### config.mk
export PLATFORM = sky130hd
export DESIGN_NAME = vcii_seq_ctrl
export DESIGN_NICKNAME = d
export VERILOG_FILES = /design/src/rtl/vcii_seq_pkg.sv /design/src/rtl/vcii_sync2.sv /design/src/rtl/vcii_seq_ctrl.sv
export SDC_FILE = /design/constraint.sdc
export NUM_CORES = 1
export LEC_CHECK = 0
export BUFFER_PORTS_ARGS = -buffer_cell sky130_fd_sc_hd__buf_2
export CORE_ASPECT_RATIO = 1.75
export CORE_MARGIN = 3
export CORE_UTILIZATION = 50
export DETAILED_ROUTE_END_ITERATION = 10
export PLACE_DENSITY_LB_ADDON = 0.08
export SYNTH_ARGS = -nofsm -noshare
export SYNTH_HDL_FRONTEND = slang
export SYNTH_SLANG_ARGS = --single-unit
export TNS_END_PERCENT = 20
### constraint.sdc
create_clock -name clk -period 1.7 [get_ports clk]
set_input_delay 0.085 -clock clk [delete_from_list [all_inputs] [get_ports clk]]
set_output_delay 0.085 -clock clk [all_outputs]
set_load 0.02 [all_outputs]
### src/rtl/vcii_seq_pkg.sv
// vcii_seq_pkg: state encoding, default sizing and timer width helper
// shared by the VCII sequencer files.
package vcii_seq_pkg;

    typedef enum logic [2:0] {
        IDLE,
        BIAS_UP,
        CONNECT,
        MEASURE,
        RELEASE,
        BIAS_DN,
        DONE
    } state_t;

    localparam int DEF_SETTLE_CYC = 64;
    localparam int DEF_MEAS_CYC   = 256;
    localparam int DEF_CNT_W      = 16;

    // One timer serves every timed phase, so size it for the longest one.
    function automatic int timer_w(input int settle, input int meas);
        int longest;
        longest = (settle > meas) ? settle : meas;
        return $clog2(longest + 1);
    endfunction

endpackage

### src/rtl/vcii_sync2.sv
// vcii_sync2: two-flop synchroniser for an asynchronous level input,
// asynchronous active-high reset to 0.
module vcii_sync2 (
    input  logic clk,
    input  logic rst,
    input  logic i_d,
    output logic o_q
);

    logic r_meta;
    logic r_sync;

    always_ff @(posedge clk or posedge rst) begin
        if (rst) begin
            r_meta <= 1'b0;
            r_sync <= 1'b0;
        end else begin
            r_meta <= i_d;
            r_sync <= r_meta;
        end
    end

    assign o_q = r_sync;

endmodule

### src/rtl/vcii_seq_ctrl.sv
// vcii_seq_ctrl: power-up / connect / measure / break-before-make release
// sequencer for the VCII macro. Option macro: VCII_SEQ_KEEP_BIAS_EN.
module vcii_seq_ctrl
    import vcii_seq_pkg::*;
#(
    parameter int SETTLE_CYC = DEF_SETTLE_CYC,
    parameter int MEAS_CYC   = DEF_MEAS_CYC,
    parameter int CNT_W      = DEF_CNT_W
) (
    input  logic             clk,
    input  logic             rst,
    input  logic             start,
    input  logic             abort,
    input  logic             cmp_in,
    output logic             bias_en,
    output logic             sw_x_en,
    output logic             sw_z_en,
    output logic             busy,
    output logic             done,
    output logic             aborted,
    output logic [CNT_W-1:0] result
);

`ifdef VCII_SEQ_KEEP_BIAS_EN
    localparam bit KEEP_BIAS = 1'b1;
`else
    localparam bit KEEP_BIAS = 1'b0;
`endif

    localparam int TW = timer_w(SETTLE_CYC, MEAS_CYC);
    localparam logic [TW-1:0] SETTLE_LAST = TW'(SETTLE_CYC - 1);
    localparam logic [TW-1:0] MEAS_LAST   = TW'(MEAS_CYC - 1);
    localparam logic [CNT_W-1:0] RESULT_MAX = '1;

    state_t            r_state;
    state_t            w_next;
    logic [TW-1:0]     r_timer;
    logic              r_bias_en;
    logic              r_sw_en;
    logic              r_busy;
    logic              r_done;
    logic              r_aborted;
    logic [CNT_W-1:0]  r_result;
    logic              w_cmp_sync;
    logic              w_active;
    logic              w_accept;

    vcii_sync2 u_cmp_sync (
        .clk (clk),
        .rst (rst),
        .i_d (cmp_in),
        .o_q (w_cmp_sync)
    );

    always_comb begin
        w_active = (r_state == BIAS_UP) || (r_state == CONNECT) ||
                   (r_state == MEASURE);
        w_next   = r_state;
        unique case (r_state)
            IDLE: begin
                if (start && !abort) begin
                    w_next = (KEEP_BIAS && r_bias_en) ? CONNECT : BIAS_UP;
                end
            end
            BIAS_UP: begin
                if (abort) begin
                    w_next = RELEASE;
                end else if (r_timer == SETTLE_LAST) begin
                    w_next = CONNECT;
                end
            end
            CONNECT: begin
                if (abort) begin
                    w_next = RELEASE;
                end else if (r_timer == SETTLE_LAST) begin
                    w_next = MEASURE;
                end
            end
            MEASURE: begin
                if (abort || (r_timer == MEAS_LAST)) begin
                    w_next = RELEASE;
                end
            end
            // An aborted run always drops bias, even when bias is kept.
            RELEASE: w_next = (KEEP_BIAS && !r_aborted) ? DONE : BIAS_DN;
            BIAS_DN: w_next = DONE;
            DONE:    w_next = IDLE;
            default: w_next = IDLE;
        endcase
        w_accept = (r_state == IDLE) && (w_next != IDLE);
    end

    always_ff @(posedge clk or posedge rst) begin
        if (rst) begin
            r_timer <= '0;
        end else if ((w_next != r_state) || !w_active) begin
            r_timer <= '0;
        end else begin
            r_timer <= r_timer + TW'(1);
        end
    end

    // Outputs are decoded from the next state so they are plain flops.
    always_ff @(posedge clk or posedge rst) begin
        if (rst) begin
            r_state   <= IDLE;
            r_bias_en <= 1'b0;
            r_sw_en   <= 1'b0;
            r_busy    <= 1'b0;
            r_done    <= 1'b0;
        end else begin
            r_state <= w_next;
            if (w_next == BIAS_UP) begin
                r_bias_en <= 1'b1;
            end else if (w_next == BIAS_DN) begin
                r_bias_en <= 1'b0;
            end
            r_sw_en <= (w_next == CONNECT) || (w_next == MEASURE);
            r_busy  <= (w_next != IDLE);
            r_done  <= (w_next == DONE);
        end
    end

    always_ff @(posedge clk or posedge rst) begin
        if (rst) begin
            r_aborted <= 1'b0;
            r_result  <= '0;
        end else if (w_accept) begin
            r_aborted <= 1'b0;
            r_result  <= '0;
        end else begin
            if (w_active && abort) begin
                r_aborted <= 1'b1;
            end
            if ((r_state == MEASURE) && w_cmp_sync &&
                (r_result != RESULT_MAX)) begin
                r_result <= r_result + CNT_W'(1);
            end
        end
    end

    assert property (@(posedge clk) disable iff (rst)
        !(r_sw_en && !r_bias_en));

    assign bias_en = r_bias_en;
    assign sw_x_en = r_sw_en;
    assign sw_z_en = r_sw_en;
    assign busy    = r_busy;
    assign done    = r_done;
    assign aborted = r_aborted;
    assign result  = r_result;

endmodule

# Word-level counts from Yosys, hierarchy flattened
# Cells that the tools add are included.
# word_totals
register_bits	35
output_inout_bits	22
input_bits	5
# op_classes
reduce_logical	17
eq_ne	14
n_mux	14
addsub	2
# ops
cell	count
16-bit two-way mux	2
3-bit two-way mux	6
3-bit one-hot mux with 6 select lines	1
16-bit by 1-bit adder with 16-bit output (second input constant)	1
16-bit != test (second input constant)	1
3-bit by 2-bit == test with 1-bit output (second input constant)	4
3-bit == test (second input constant)	4
9-bit by 1-bit adder with 9-bit output (second input constant)	1
9-bit by 6-bit == test with 1-bit output (second input constant)	1
9-bit by 8-bit == test with 1-bit output (second input constant)	1
9-bit two-way mux	1
3-bit by 1-bit == test with 1-bit output (second input constant)	2
2-bit nonzero test	3
1-bit logical AND	5
1-bit logical OR	5
1-bit two-way mux	4
3-bit zero test	1
3-bit != test	1
3-bit nonzero test	1
1-bit zero test	2

# Depth between registers and ports, before layout
# logic_depth
word_depth	7
depth_mapped	9
ltp_nobuf	9

# Modules after synthesis
# From an unflattened synthesis, not the netlist that was laid out.
# hier_totals
hier_cells	188
area_unflattened_um2	1831.8
# by_module_without_submodules
mod	cells_each	n_inst	area_each_um2
vcii_seq_ctrl	185	1	1778.0
vcii_sync2	3	1	53.8

# Worst setup path before layout
# Ideal clock, no wire load.
# synth_path
path_type	register to register
from	reg r_result[0], in the netlist result[0]
to	reg r_result[5], in the netlist result[5]
path_stages_with_launch	7
path_slack_ps	-179
n_path_buf	0
setup_time_ps	132
arrival_ps	1747
path_cell_list	dfrtp_1 ha_1 nand4_1 nor4_4 nor4b_1 xnor2_1 nor2_1
# synth_between
elab_chain_len	3
elab_cells_between_ends	6
cone_classes	add/sub: 1; eq/ne: 1; mux: 2; reduce/logical: 2
# synth_lines
item	line	source
from (decl)	vcii_seq_ctrl.sv:43	logic [CNT_W-1:0] r_result;
from (signal assigned)	vcii_seq_ctrl.sv:137	r_result <= r_result + CNT_W'(1);
16-bit by 1-bit adder with 16-bit output or 16-bit != test (tied branches)	vcii_seq_ctrl.sv:137, vcii_seq_ctrl.sv:136	
16-bit two-way mux or 1-bit logical AND (tied branches)	vcii_seq_ctrl.sv:135	if ((r_state == MEASURE) && w_cmp_sync &&
16-bit two-way mux or 2-bit nonzero test (tied branches)	--	
# Several ways; a longest one is shown, not always the timed one. The select of a mux whose other input is x is not followed.
# A chain may end at the register's enable or synchronous reset.

# Final worst setup path
# layout_path
from	reg r_timer[0]
to	reg r_busy, in the netlist busy
# layout_between
elab_chain_len	5
elab_cells_between_ends	10
cone_classes	eq/ne: 2; mux: 6; reduce/logical: 2
# layout_lines
item	line	source
from (decl)	vcii_seq_ctrl.sv:37	logic [TW-1:0] r_timer;
from (signal assigned)	vcii_seq_ctrl.sv:99	r_timer <= r_timer + TW'(1);
9-bit by 6-bit == test with 1-bit output or 9-bit by 8-bit == test with 1-bit output (tied branches)	vcii_seq_ctrl.sv:68, vcii_seq_ctrl.sv:75, vcii_seq_ctrl.sv:80	
3-bit two-way mux (tied with other cells)	vcii_seq_ctrl.sv:75	end else if (r_timer == SETTLE_LAST) begin
3-bit two-way mux (on tied branches)	vcii_seq_ctrl.sv:73, vcii_seq_ctrl.sv:66, vcii_seq_ctrl.sv:80	
3-bit one-hot mux with 6 select lines (*)	vcii_seq_ctrl.sv:59	unique case (r_state)
named net w_next[1]	vcii_seq_ctrl.sv:36	state_t w_next;
3-bit nonzero test (*)	vcii_seq_ctrl.sv:119	r_busy <= (w_next != IDLE);
to (signal assigned)	vcii_seq_ctrl.sv:119	
to (decl)	vcii_seq_ctrl.sv:40	logic r_busy;
# Mark *: on every way through the listed nets, which the timed path passes. The rest lies on a longest branch.

==> impl_metrics.tcl <==
set metrics [dict create \
    p_leak_nw 1.12 \
    synthTopCellsByArea "dfrtp_1 50%, nor2_1 6.0%, xnor2_1 5.5%" \
    async_flop_share_pct 100 \
    stdcell_area_mm2 0.00236 \
    globalplace.congestion 0.945 \
    synth_top_area_share_pct 49.8 \
    hold_path_class "in2reg" \
    hold_viol_final 0 \
    setup_viol_count_final 4 \
    cp_max_fo 3 \
    rr_endpoint "busy" \
    r2r_slack_ps -90 \
    start_util_pct 53.7 \
    r2r_start "r_timer[0]" \
    finalCriticalPeriod_ps 1790 \
    startpoint_type "flip-flop" \
    crit_path_start "r_timer[0]" \
    drv_slew 0 \
    dr.first_iter.drc_count 45 \
    pin_count 27 \
    power_density_mw_per_mm2 1320 \
    wire_per_inst_um 15.1 \
    clock_sinks 35 \
    cts_max_level 2 \
    required_ps 1860 \
    dr.pass1.iters 4 \
    postSynthAreaPerCell_um2 10.1 \
    synth_edf_count 0 \
    rows 27 \
    power.total_mw 3.12 \
    syn_inst 175 \
    core_mm2 0.00328 \
    grt_first_pass_wirelength_um 7000 \
    dp_hpwl_um 2960 \
    routed_via_density 5.53 \
    finalClockSkew_ps 6.02 \
    fin_ws_ps -92.3 \
    cts_tree "built" \
    ys_seq_elements 35 \
    drt_drc_violations_left 0 \
    grt_pass1_vias 1538 \
    synth_nets 183 \
    rsz0062_at_grt "true" \
    place_area_mm2 0.00216 \
    rr_worst_depth 8 \
    syn2layout_area_growth_pct 34.3 \
    yosysWarnings 0 \
    violations "negative setup slack" \
    chipWidth_um 50.9 \
    maxCapViolations 0 \
    cts_root_buf "clkbuf_8" \
    period_share_pct 105 \
    max-clock-path-buffers 2 \
    layout-drive-gt1-share_pct 39.1 \
    nets 242 \
    antenna_found_initial 0 \
    grt_max_degree 22 \
    vias 1538 \
    critPathKind "reg2reg" \
    diodes 0 \
    stdcell_count 278 \
    clkSlewWorstSetupHoldPaths_ps 70 \
    drt_wl_total_um 4200 \
    grt_usage_pct 21.5 \
    grt_overflow 0 \
    worst_slew_pin_slew_ps 636 \
    arrival_ps 1950 \
    fp.dieArea_mm2 0.00430 \
    ys_types 39 \
    clock_latency_ps 290 \
    seq_area_frac_synth_pct 49.8 \
    portBuffers 26 \
    fmax_mhz 558 \
    ant_nets 0 \
    slew_headroom_pct 57.5 \
    status "finished, violations left" \
    dpl.cell_count 265 \
    synth_ff_type "dfrtp_1" \
    peakVddDrop_uv 1010 \
    cp-endpoint "busy" \
    synth_largest_area_cell "dfrtp_1" \
    synth.cell_area_mm2 0.00176 \
    die_y_um 84.5 \
    end_kind "flip-flop" \
    cts_buffers 5 \
]
==> area by class of cell <==
cell class	count	area [um2]
clock buffer	8	100
fill	250	913
inverter	5	18.8
multi-input combinational	130	927
sequential	35	883
tap	43	53.8
timing repair buffer	57	380
==> cells by family after synthesis <==
family	Yosys count	share of synthesized area [%]
compound gates	11	4.05
xor+xnor	19	9.45
fa+ha+maj	3	2.13
buf+inv	10	2.63
flops	35	49.8
mux	2	1.14
simple gates	95	30.8
==> how the worst min path moves through the flow <==
stage,start,end,cells after the start
2_1_floorplan,cmp_in,u_cmp_sync.r_meta,0
3_3_place_gp,rst,result[3],2
3_5_place_dp,rst,result[3],2
4_1_cts,abort,aborted,4
5_1_grt,abort,aborted,4
6_report,start,result[2],4
==> layout by cell type, fill, tap and decap left out, types with 2 or more instances in the layout <==
cell           instances
inv_1                  5
dfrtp_1               29
dfrtp_2                6
nor2b_1                2
nand2_1               12
nor3_1                 5
xor2_1                 8
dlygate4sd3_1          2
xnor2_1               11
and3_4                 2
nand4_1                4
nor2_2                 2
o21ai_0                2
nand3_1               12
and3_1                 4
or2_2                  2
mux2i_1                2
buf_4                 28
clkbuf_8               7
and2b_1                2
ha_4                   2
nor2_1                28
buf_2                 26
or3_1                  3
nand3_2                3
nor4_1                 2
==> report_power, final <==
group	switching (mW)	leakage [nW]	internal [mW]	total, mW
Sequential	0.190	0.458	1.03	1.22
Combinational	0.698	0.614	0.534	1.23
Clock	0.298	0.0515	0.370	0.668
Total	1.19	1.12	1.94	3.12
==> repair_timing <==
| action | 4_1_cts | 5_1_grt |
|---|---|---|
| hold buffers | 2 | 0 |
| buffers inserted | 2 | 1 |
| resized for setup | 1 | 10 |
| endpoints found under the setup margin | 4 | 11 |
| pin swaps | 5 | 6 |
| endpoints found under the hold margin | 15 | 0 |
==> registers in the layout (all words and copies together) (netlist names) <==
name / count
result: 16
r_timer: 9
r_state: 3
aborted: 1
bias_en: 1
busy: 1
done: 1
sw_x_en: 1
u_cmp_sync.o_q: 1
u_cmp_sync.r_meta: 1
==> through the flow <==
stage | setup TNS, ps | setup slack [ps] | util [%] | hold slack [ps]
after detailed placement | -490 | -145 | 65.9 | 185
final | -285 | -92.3 | 72.1 | 202
after global routing | -1400 | -166 | 72.1 | 234
after CTS | -95.2 | -64.5 | 70.2 | 187
after global placement | -17.9 | -17.9 | 65.9 | 172
after floorplan | -32.2 | -16.0 | - | 116
==> critical path, cell delays in order, from the launching register on <==
cell and delay (ps):
dfrtp_1 390, ha_4 170, nand3_2 80, nor2_1 100
ha_2 210, nand2_2 50, a32oi_1 210, o21ai_2 120
or3_1 360
==> layer usage <==
metal | wire length, um | global-route usage, % | vias up
met5 | 0 | 0 | -
li1 | - | - | 719
met3 | 134 | 5.33 | 12
met1 | 1570 | 22.1 | 771
met4 | 130 | 11.3 | 0
met2 | 2360 | 38.6 | 36
==> synth_stat cells (3+ instances only) <==
library cell / instances
nand2_1: 13
nand4_1: 4
xor2_1: 8
nand3_1: 15
ha_1: 3
dfrtp_1: 35
o21ai_0: 3
inv_1: 5
or3_1: 3
nor2_1: 28
xnor2_1: 11
nor3_1: 5
and3_1: 6
Note: power is estimated with default switching activity, not from simulation.
